<file path="src/rtl/key_count6.sv">
// Debounced up/down push-button counter (0..MAX_VALUE, wrapping) with synchronous parallel load.
// Define AUTO_REPEAT_EN to add hold-to-repeat events (REPEAT_DELAY / REPEAT_PERIOD).
module key_count6 #(
    parameter int DEBOUNCE_CYCLES = 500000,
    parameter int MAX_VALUE       = 63,
    parameter int REPEAT_DELAY    = 25000000,
    parameter int REPEAT_PERIOD   = 5000000
) (
    input  logic       CLOCK_50,
    input  logic       RESETN,
    input  logic       KEY_UP,
    input  logic       KEY_DN,
    input  logic       LOAD,
    input  logic [5:0] SW,
    output logic [5:0] COUNT,
    output logic       UPD
);

    localparam int              DW      = $clog2(DEBOUNCE_CYCLES);
    localparam logic [DW-1:0]   DB_LAST = DW'(DEBOUNCE_CYCLES - 1);
    localparam logic [5:0]      MAX     = 6'(MAX_VALUE);

    localparam logic [1:0] IDLE = 2'd0;
    localparam logic [1:0] HELD = 2'd1;
`ifdef AUTO_REPEAT_EN
    localparam logic [1:0] HREP = 2'd2;
`endif

    if (DEBOUNCE_CYCLES < 2 || MAX_VALUE < 1 || MAX_VALUE > 63 ||
        REPEAT_DELAY < 1 || REPEAT_PERIOD < 1) begin : g_bad_cfg
        $error("key_count6: parameter out of range");
    end

    // Bit 0 is the up key, bit 1 the down key; all key levels are active-low.
    logic [1:0]    raw;
    logic [1:0]    sync1;
    logic [1:0]    sync2;
    logic [1:0]    stable;
    logic [DW-1:0] db_cnt [2];
    logic [1:0]    state  [2];
    logic [1:0]    ev;
    logic [5:0]    load_val;

    assign raw      = {KEY_DN, KEY_UP};
    assign load_val = (SW > MAX) ? MAX : SW;

    always_ff @(posedge CLOCK_50 or negedge RESETN) begin
        if (!RESETN) begin
            sync1  <= '1;
            sync2  <= '1;
            stable <= '1;
            for (int unsigned i = 0; i < 2; i++) db_cnt[i] <= '0;
        end else begin
            sync1 <= raw;
            sync2 <= sync1;
            for (int unsigned i = 0; i < 2; i++) begin
                if (sync2[i] == stable[i]) begin
                    db_cnt[i] <= '0;
                end else if (db_cnt[i] == DB_LAST) begin
                    stable[i] <= sync2[i];
                    db_cnt[i] <= '0;
                end else begin
                    db_cnt[i] <= db_cnt[i] + DW'(1);
                end
            end
        end
    end

`ifdef AUTO_REPEAT_EN
    localparam int            HOLD_MAX    = (REPEAT_DELAY > REPEAT_PERIOD) ? REPEAT_DELAY : REPEAT_PERIOD;
    localparam int            HW          = $clog2(HOLD_MAX + 1);
    localparam logic [HW-1:0] DELAY_LAST  = HW'(REPEAT_DELAY - 1);
    localparam logic [HW-1:0] PERIOD_LAST = HW'(REPEAT_PERIOD - 1);

    logic [HW-1:0] hold_cnt [2];

    // A release seen in the same cycle as a repeat deadline wins: no event.
    always_comb begin
        ev = '0;
        for (int unsigned i = 0; i < 2; i++) begin
            case (state[i])
                IDLE:    ev[i] = !stable[i];
                HELD:    ev[i] = !stable[i] && (hold_cnt[i] == DELAY_LAST);
                HREP:    ev[i] = !stable[i] && (hold_cnt[i] == PERIOD_LAST);
                default: ev[i] = 1'b0;
            endcase
        end
    end

    always_ff @(posedge CLOCK_50 or negedge RESETN) begin
        if (!RESETN) begin
            for (int unsigned i = 0; i < 2; i++) begin
                state[i]    <= IDLE;
                hold_cnt[i] <= '0;
            end
        end else begin
            for (int unsigned i = 0; i < 2; i++) begin
                case (state[i])
                    IDLE: begin
                        hold_cnt[i] <= '0;
                        if (!stable[i]) state[i] <= HELD;
                    end
                    HELD, HREP: begin
                        if (stable[i]) begin
                            state[i]    <= IDLE;
                            hold_cnt[i] <= '0;
                        end else if (ev[i]) begin
                            state[i]    <= HREP;
                            hold_cnt[i] <= '0;
                        end else begin
                            hold_cnt[i] <= hold_cnt[i] + HW'(1);
                        end
                    end
                    default: begin
                        state[i]    <= IDLE;
                        hold_cnt[i] <= '0;
                    end
                endcase
            end
        end
    end
`else
    always_comb begin
        ev = '0;
        for (int unsigned i = 0; i < 2; i++) ev[i] = (state[i] == IDLE) && !stable[i];
    end

    always_ff @(posedge CLOCK_50 or negedge RESETN) begin
        if (!RESETN) begin
            for (int unsigned i = 0; i < 2; i++) state[i] <= IDLE;
        end else begin
            for (int unsigned i = 0; i < 2; i++) begin
                if (state[i] == IDLE && !stable[i]) state[i] <= HELD;
                else if (state[i] != IDLE && stable[i]) state[i] <= IDLE;
            end
        end
    end
`endif

    always_ff @(posedge CLOCK_50 or negedge RESETN) begin
        if (!RESETN) begin
            COUNT <= '0;
            UPD   <= 1'b0;
        end else begin
            UPD <= 1'b0;
            if (LOAD) begin
                COUNT <= load_val;
                UPD   <= (load_val != COUNT);
            end else if (ev[0] && !ev[1]) begin
                COUNT <= (COUNT == MAX) ? '0 : COUNT + 6'd1;
                UPD   <= 1'b1;
            end else if (ev[1] && !ev[0]) begin
                COUNT <= (COUNT == '0) ? MAX : COUNT - 6'd1;
                UPD   <= 1'b1;
            end
        end
    end

endmodule
</file>
<file path="config.mk">
export PLATFORM = sky130hd
export DESIGN_NAME = key_count6
export DESIGN_NICKNAME = d
export VERILOG_FILES = /design/src/rtl/key_count6.sv
export SDC_FILE = /design/constraint.sdc
export NUM_CORES = 1
export LEC_CHECK = 0
export ABC_AREA = 1
export BUFFER_PORTS_ARGS = -buffer_cell sky130_fd_sc_hd__clkbuf_2
export CAP_MARGIN = 0
export CORE_UTILIZATION = 45
export CTS_BUF_LIST = sky130_fd_sc_hd__clkbuf_4 sky130_fd_sc_hd__clkbuf_8
export DETAILED_ROUTE_END_ITERATION = 10
export SLEW_MARGIN = 5
export SYNTH_ARGS = -nofsm -noshare
export SYNTH_HDL_FRONTEND = slang
export SYNTH_SLANG_ARGS = --single-unit
export TNS_END_PERCENT = 50
</file>
<file path="constraint.sdc">
create_clock -name CLOCK_50 -period 5.1 [get_ports CLOCK_50]
set_input_delay 1.02 -clock CLOCK_50 [delete_from_list [all_inputs] [get_ports CLOCK_50]]
set_output_delay 1.02 -clock CLOCK_50 [all_outputs]
set_load 0.01 [all_outputs]
</file>
==> results.md <==
* Status: complete, no violations
* Clk pwr share at 31.9%
* Mapped cell area at 0.00321 sq mm
* Die area at 0.00747 sq mm
* Worst-Margin Slew at 0.514 ns
* # setup viols final at 0
* Post-synthesis sequential area ratio at 41.6%
* Logic gate share of total power at 10.6%
* Worst min path class: reg2reg
* Site Rows at 30
* Via density at 5.00
* Per-cell routed wire length at 12.5 microns
* Clock root buffer: clkbuf_8
* Pleak at about 1.5 nW
* Width of the die at 86.4 microns
* Area Growth Syn to Fin at 8.66%
* FMAX at 0.476 GHz
* Final hold vios at 0
* Die Span Y at 86.4 microns
* Setup crit start kind: flip-flop
* Syn_nets at 465
* DR pass1 iterations at 5
* Worst Setup Path Type: reg2out
* Crit Path Max Fanout at 10
* Syn_area_per_cell at 7.21 sq um
* Fin util at 51.0%
* Largest net degree at the start of global routing at 35
* Flop pwr share at 57.6%
* Sw power at 210 uW
* Final Cell Area at 0.00349 sq mm
* CP endpoint kind: primary output
* HPWL after DPL at about 5400 microns
* I/O Pins at 18
* Global route overflow at 0
* Initial Util at ~47%
* CP cell instances: clkbuf_2
* RSZ-0062 raised after global routing: false
* Clock skew at approximately 0.0063 ns
* PwrDens at 224 mW/mm^2
* Vias in the first global route at 2528
* Number of I/O port buffers at 17
* # Post-CTS Setup Buffers at 0
* Final #Nets at 483
* Tmin final at 2.10 ns
* Setup TNS at 0 ns
* Sw frac at 26.9%
* CP top delay family: flip-flops
* Slowest CP cell: dfrtp_1
* CTS tree: built
* Worst path buffer plus inverter count at 1
* First-pass GRT wire length at roughly 12000 microns
* Worst EP arrival at 1.08 ns
* Max-slew headroom at 65.7%
* Layout cells sized above 1 at 8.62%
* Vias at around 2800
* CP peak stage delay at 0.57 ns
* Total number of yosys warnings at 0
* Final ANT Viol Nets at 0
* Max-capacitance violation count at 0
* Count of cell types in the netlist at 27
* Clk buf depth at 2
* DRT Wirelength at 6980 microns
* Final Cycle Share at 41.2%
* CTS Hold Buffers Added at 0
* Clock Latency Late Sink at 0.31 ns
* Int Power at 572 uW
* H-tree Lvls at 2
* Placed Area at 0.00339 sq mm
* DRT iter0 DRCs at 124
* Required time worst endpoint at 4.08 ns
* Fin. max-slew vios at 0
* Max IR drop VDD at 0.134 mV
* Number of buffers created by CTS at 5
* Antenna diodes at 0
* Num Clock Sinks at 53
* Initial antenna violation count at 0
* Gp weighted congestion at 0.924
* Post-CTS sizing at 0
* DRC at 0
* Synth Instances at approximately 450
* CTS clk-pin slew, worst paths at 0.09 ns
* Core ar. at a little under 0.007 sq mm
* FF+latch count, synth at 53
* Total track usage at around a fifth
[cell usage in the layout (no fill, tap or decap)]
cell type    n
nand2_1    105
o21bai_1     4
inv_1       49
o21ai_0     10
nand2_2      3
clkinv_2     1
a21boi_0     1
buf_4        1
nor2_4       1
clkinv_4     1
nor3_1       6
xor2_1      21
nor2_1      99
nor3b_1      3
nand3b_1     2
o22ai_1      3
o211ai_1     3
clkbuf_8     6
clkbuf_2    17
dfstp_2      6
o21a_1       2
a21oi_1     10
a31o_2       1
dfrtp_1     47
nand3_1     32
nor2_2       3
o221ai_1     1
xnor2_1      1
ha_1         9
nand4_1     16
[layer usage]
metal	vias up	share of wire [%]	track usage, %
li1	1457	-	-
met1	1276	50	29.4
met2	50	45	31.0
met3	15	3.2	3.71
met4	0	2.2	7.42
met5	-	0	0
[final cells by class]
type                       instances  area, sq um
fill                             702         3350
multi-input combinational        336         1660
sequential                        53         1330
inverter                          49          184
tap                               96          120
timing repair buffer              18         92.6
clock buffer                       6         82.6
clock inverter                     2         13.8
[cell families after synthesis]
logic type | count (synthesis) | share of synthesized area (%)
simple gates | 270 | 35.6
buf+inv | 56 | 6.71
flops | 53 | 41.6
compound gates | 35 | 6.59
xor+xnor | 22 | 6.01
fa+ha+maj | 9 | 3.51
[worst reg2reg max path: stages (launching register included)]
cell and delay [ns]:
dfstp_2 0.56, inv_1 0.04, ha_1 0.20, inv_1 0.07
ha_1 0.33, nor2_1 0.11, nor2_1 0.18, inv_1 0.11
o21ai_0 0.10, nand2_1 0.07, nand2_1 0.05
[per-stage QoR]
stage                     power [mW]  hold WS [ns]  worst slack (ns)  cells
after detailed placement       0.541         0.348              3.16    552
after CTS                      0.795         0.367              3.00    560
after floorplan                0.509         0.345              3.36    445
final                          0.782         0.363              3.00    560
after global placement         0.541         0.351              3.19    552
after global routing           0.828         0.375              2.95    560
[Yosys cell counts]
master,number,area [sq um]
nand2_1,105,394
nor2_1,99,372
inv_1,49,184
dfrtp_1,47,1180
nand3_1,32,160
xor2_1,21,184
nand4_1,16,100
a21oi_1,10,50.1
o21ai_0,10,50.1
ha_1,9,113
dfstp_2,6,158
nor3_1,6,30.0
buf_2,4,20.0
o21bai_1,4,30.0
clkbuf_1,3,11.3
nand2_2,3,18.8
nor2_2,3,18.8
nor3b_1,3,22.5
o211ai_1,3,22.5
o22ai_1,3,18.8
nand3b_1,2,15.0
o21a_1,2,15.0
a21boi_0,1,7.51
a31o_2,1,8.76
nor2_4,1,11.3
o221ai_1,1,8.76
xnor2_1,1,8.76
[state kept, by name, summed over array words and instances, names as in the netlist]
signal  cells
db_cnt     38
COUNT       6
stable      2
state       2
sync1       2
sync2       2
UPD         1
[worst paths after layout]
kind | endpoint | depth (start not counted) | slack [ns] | from
worst max-delay path | COUNT[3] | 1 | 3.00 | COUNT[3]$_DFFE_PN0P_
worst min-delay path | sync2[1]$_DFF_PN1_ | 0 | 0.36 | sync1[1]$_DFF_PN1_
worst max register to register | COUNT[5]$_DFFE_PN0P_ | 10 | 3.21 | stable[1]$_DFFE_PN1P_
worst min register to register | sync2[1]$_DFF_PN1_ | 0 | 0.36 | sync1[1]$_DFF_PN1_
max in group asynchronous | sync2[0]$_DFF_PN1_ | 2 | 3.59 | RESETN
min in group asynchronous | db_cnt[25]$_DFF_PN0_ | 1 | 0.66 | RESETN
[power groups by stage]
| stage | Clock, mW | Sequential, mW | Combinational, mW |
|---|---|---|---|
| 5_1_grt | 0.279 | 0.452 | 0.0960 |
| 6_report | 0.249 | 0.450 | 0.0825 |
| 4_1_cts | 0.261 | 0.450 | 0.0837 |
| 3_3_place_gp | 0 | 0.458 | 0.0831 |
| 3_5_place_dp | 0 | 0.458 | 0.0835 |
| 2_1_floorplan | 0 | 0.451 | 0.0573 |
(Power assumes the default switching activity.)
